## config.mk

```make
export PLATFORM = sky130hd
export DESIGN_NAME = instr_fetch_queue
export DESIGN_NICKNAME = d
export VERILOG_FILES = /design/src/rtl/instr_fetch_queue.sv
export SDC_FILE = /design/constraint.sdc
export NUM_CORES = 1
export LEC_CHECK = 0
export BUFFER_PORTS_ARGS = -buffer_cell sky130_fd_sc_hd__buf_2
export CAP_MARGIN = 0
export CORE_MARGIN = 2
export CORE_UTILIZATION = 45
export DETAILED_ROUTE_END_ITERATION = 10
export PLACE_DENSITY = 0.65
export SETUP_SLACK_MARGIN = 0.02
export SYNTH_ARGS = -nofsm -noshare
export SYNTH_HDL_FRONTEND = slang
export SYNTH_SLANG_ARGS = --single-unit
export TNS_END_PERCENT = 5
```

## constraint.sdc

```tcl
create_clock -name clk -period 4 [get_ports clk]
set_clock_uncertainty 0.2 [all_clocks]
set_input_delay 0.8 -clock clk [delete_from_list [all_inputs] [get_ports clk]]
set_output_delay 0.8 -clock clk [all_outputs]
set_load 0.05 [all_outputs]
```

## src/rtl/instr_fetch_queue.sv

```systemverilog
// ----------------------------------------------------------------------------
// instr_fetch_queue
//   Circular-buffer instruction fetch queue between the fetch unit and the
//   instruction register. Words come out in strict FIFO order. A word pushed
//   into an empty queue becomes visible at the head after the same edge.
//   There is no bypass from in_data to out_data.
//
// Parameters
//   WIDTH     instruction word width in bits
//   DEPTH     number of entries; must be a power of two and at least 2
//
// Ports
//   clk       rising-edge clock
//   reset     synchronous, active-low reset. It clears the pointers, the
//             count and overflow.
//   in_valid  upstream presents a word on in_data
//   in_data   fetched instruction word
//   in_ready  queue can accept a word (cnt < DEPTH). Driven from registers only.
//   out_valid head entry valid (cnt != 0). Drives the enable of the
//             instruction register.
//   out_data  head entry mem[rp]. Drives d of the instruction register.
//   out_ready downstream consumes the head this cycle
//   flush     discard all queued words on a branch redirect
//   count     number of valid entries
//   overflow  sticky flag: a push was attempted while the queue was full
// ----------------------------------------------------------------------------
module instr_fetch_queue #(
  parameter int unsigned WIDTH = 32,
  parameter int unsigned DEPTH = 4
) (
  input  logic                     clk,
  input  logic                     reset,
  input  logic                     in_valid,
  input  logic [WIDTH-1:0]         in_data,
  output logic                     in_ready,
  output logic                     out_valid,
  output logic [WIDTH-1:0]         out_data,
  input  logic                     out_ready,
  input  logic                     flush,
  output logic [$clog2(DEPTH):0]   count,
  output logic                     overflow
);

  localparam int unsigned AW = $clog2(DEPTH);
  localparam logic [AW:0] FULL_CNT = (AW+1)'(DEPTH);

  logic [WIDTH-1:0] r_mem [DEPTH];
  logic [AW-1:0]    r_wp;
  logic [AW-1:0]    r_rp;
  logic [AW:0]      r_cnt;
  logic             r_overflow;

  logic             w_full;
  logic             w_empty;
  logic             w_push;
  logic             w_pop;

  always_comb begin
    w_full  = (r_cnt == FULL_CNT);
    w_empty = (r_cnt == '0);
    // A flush cycle performs neither a push nor a pop.
    w_push  = in_valid  & ~w_full  & ~flush;
    w_pop   = out_ready & ~w_empty & ~flush;
  end

  assign in_ready  = ~w_full;
  assign out_valid = ~w_empty;
  assign out_data  = r_mem[r_rp];
  assign count     = r_cnt;
  assign overflow  = r_overflow;

  // Storage is not reset. Entries are only ever read while counted valid.
  always_ff @(posedge clk) begin
    if (reset && w_push) begin
      r_mem[r_wp] <= in_data;
    end
  end

  // The pointers wrap naturally because DEPTH is a power of two.
  always_ff @(posedge clk) begin
    if (!reset) begin
      r_wp       <= '0;
      r_rp       <= '0;
      r_cnt      <= '0;
      r_overflow <= 1'b0;
    end else if (flush) begin
      r_wp  <= '0;
      r_rp  <= '0;
      r_cnt <= '0;
    end else begin
      if (in_valid && w_full) begin
        r_overflow <= 1'b1;
      end
      if (w_push) begin
        r_wp <= r_wp + 1'b1;
      end
      if (w_pop) begin
        r_rp <= r_rp + 1'b1;
      end
      case ({w_push, w_pop})
        2'b10:   r_cnt <= r_cnt + 1'b1;
        2'b01:   r_cnt <= r_cnt - 1'b1;
        default: r_cnt <= r_cnt;
      endcase
    end
  end

endmodule

```

==> metrics <==
outcome=completed; I/O Buffers=74; unrepaired setup endpoints after global routing=false; gr ovfl total=0; Pre-Repair DR Iteration Count=4; WS Path Type=reg -> out; die area=12410 µm²; vias in the first global route=2610; Starting Density=45.87%; placed cell areas=5679 µm²; Nets=358; EDFF count, synth=128; Post-Synthesis Cells=229; Final Worst Setup Slack=0.8057 ns; top sig layer=met4; Post-DP HPWL=4928 µm; CTS Sinks=138; sequential fraction of the synthesis area=77.88%; H-tree levels=4; worst skew pair latency=0.40 ns; cell accounting for the most synthesized area=edfxtp_1; Avg WL per Cell=18.17 µm; Final ANT Viol Nets=0; Slew @ Worst Pin=0.8997 ns; metal2 WL=4023 µm; ys flop type=edfxtp_1; post-CTS setup buffers=0; maximum clock frequency=313.1 MHz; die outline width=111.4 µm; Vias=2412; Met1 Wirelength=3967 µm; mapped cell area=5192 µm²; Critical Path RT=3.00 ns; Hold WS=0.2942 ns; Syn. warnings=0; CTS Buf Count=17; Rows=39; fin crit period=3.194 ns; Core Area=11320 µm²; CP max FO=18; CP Capture Type=primary output; setup TNS=0 ns; Die H=111.4 µm; count leader, synth=edfxtp_1; worst hold path type=reg -> reg; DR iter-0 viols=112; met3 wire len=508 µm; Place WS=1.190 ns; final non-filler cell total=472; fin area=6337 µm²; placed insts=439; MaxCap Viol Count=0; DR vias/cell=5.110; Synth cell types=24; post-synth top area share=74.02%; PD cells=541.7 nW/µm²; layout cell share with drive strength beyond 1=43.29%; Max-slew headroom=40.02%; CTS tree=built; PostCTS Resize Cnt=0; maximum vdd drop=309.9 µV; cts hold-fix bufs=0; pins over their slew limit=0; CTS clk-pin slew, worst paths=0.06 ns; Area growth, synth to finish=22.05%; Ports=75; Syn Area/Cell=22.67 µm²; drt drc=0; total power draw=3.433 mW; ys async rst share=0%; first-pass GRT wire length=13780 µm; synth top area cells=edfxtp_1 74%, mux4_2 13%, dfxtp_1 3.9%; final hold viol count=0; Post-synth top cells=128 x edfxtp_1, 30 x mux4_2, 10 x dfxtp_1, 8 x a21oi_1, 8 x inv_1; initial antenna violation count=1; final setup violation count=0; clk buf depth=2; WL final=8575 µm; Critical Path AT=2.19 ns; LEAKAGE=2.151 nW; clock root cell=clkbuf_16; filler cell count in the final layout=878; Syn Nets=272; CP Launch Type=flip-flop; Placer Congestion=0.6976; gr usage total=15.01%; fraction of the cycle the final worst path needs=79.86%; FF+latch count, synth=138; largest net degree at the start of global routing=33; final core utilization=55.98%
==> power breakdown <==
group | leakage [nW] | internal [mW] | total (mW) | switching (mW)
clock network | 0.315 | 1.16 | 1.72 | 0.557
registers | 1.24 | 1.59 | 1.60 | 0.00457
logic | 0.598 | 0.0359 | 0.116 | 0.0796
==> placed cells by master (no fill, tap or decap), types with 2 or more instances in the layout <==
cell        netlist  layout
dfxtp_1          10       8
and3_2            0       4
nor2_1            5       5
or3_1             3       3
clkinv_2          0       3
inv_1             8       8
a21oi_1           8       8
mux4_2           30      30
nand3_1           2       2
clkinvlp_4        0       2
ha_1              5       5
mux4_1            2       2
dfxtp_2           0       2
xor2_1            2       2
nor2b_1           2       2
bufinv_16         0       6
edfxtp_1        128     128
o21ai_0           5       5
nand2b_1          2       2
clkbuf_16         0      17
buf_2             3      74
clkbuf_1          1       2
==> path summary, 6_finish.rpt <==
kind	startpoint	end	slack, ns	cells past startpoint
worst min register to register	r_rp[1]$_SDFFE_PP0P_	flip-flop	0.29	2
worst min-delay path	r_rp[1]$_SDFFE_PP0P_	flip-flop	0.29	2
worst max register to register	count[2]$_SDFFE_PP0P_	count[2]$_SDFFE_PP0P_	1.60	9
worst max-delay path	flip-flop	out_data[17]	0.81	3
==> sequential cells by signal, indices dropped and copies added (netlist names), named ones only <==
| register | count |
|---|---|
| count | 3 |
| r_wp | 2 |
| overflow | 1 |
| r_mem | 128 |
| r_rp | 2 |
==> cell families after synthesis <==
group,share of synthesized area (%)
compound gates,1.253
xor+xnor,0.3374
fa+ha+maj,1.590
buf+inv,2.313
flops,77.88
mux,14.02
simple gates,2.602
==> metal layers <==
metal  up-vias  global-route usage (%)
met2        64                   22.11
met4         0                   5.432
met3         9                   6.260
met5         -                       0
li1       1120                       -
met1      1219                   20.34
==> area by class of cell <==
cell class                 count  area (µm²)  area share, %
antenna                        1       2.502        0.03949
tap                          143       178.9          2.823
sequential                   138        4046          63.85
clock buffer                  19       432.9          6.831
clock inverter                13       222.7          3.514
timing repair buffer          75       390.4          6.160
multi-input combinational     75        1033          16.31
inverter                       8       30.03         0.4738
==> critical path: stages, from the launching register on <==
cell and delay, ns:
dfxtp_2 0.70, buf_12 0.27, mux4_1 0.58, buf_2 0.23
Note: power is estimated with default switching activity, not from simulation.
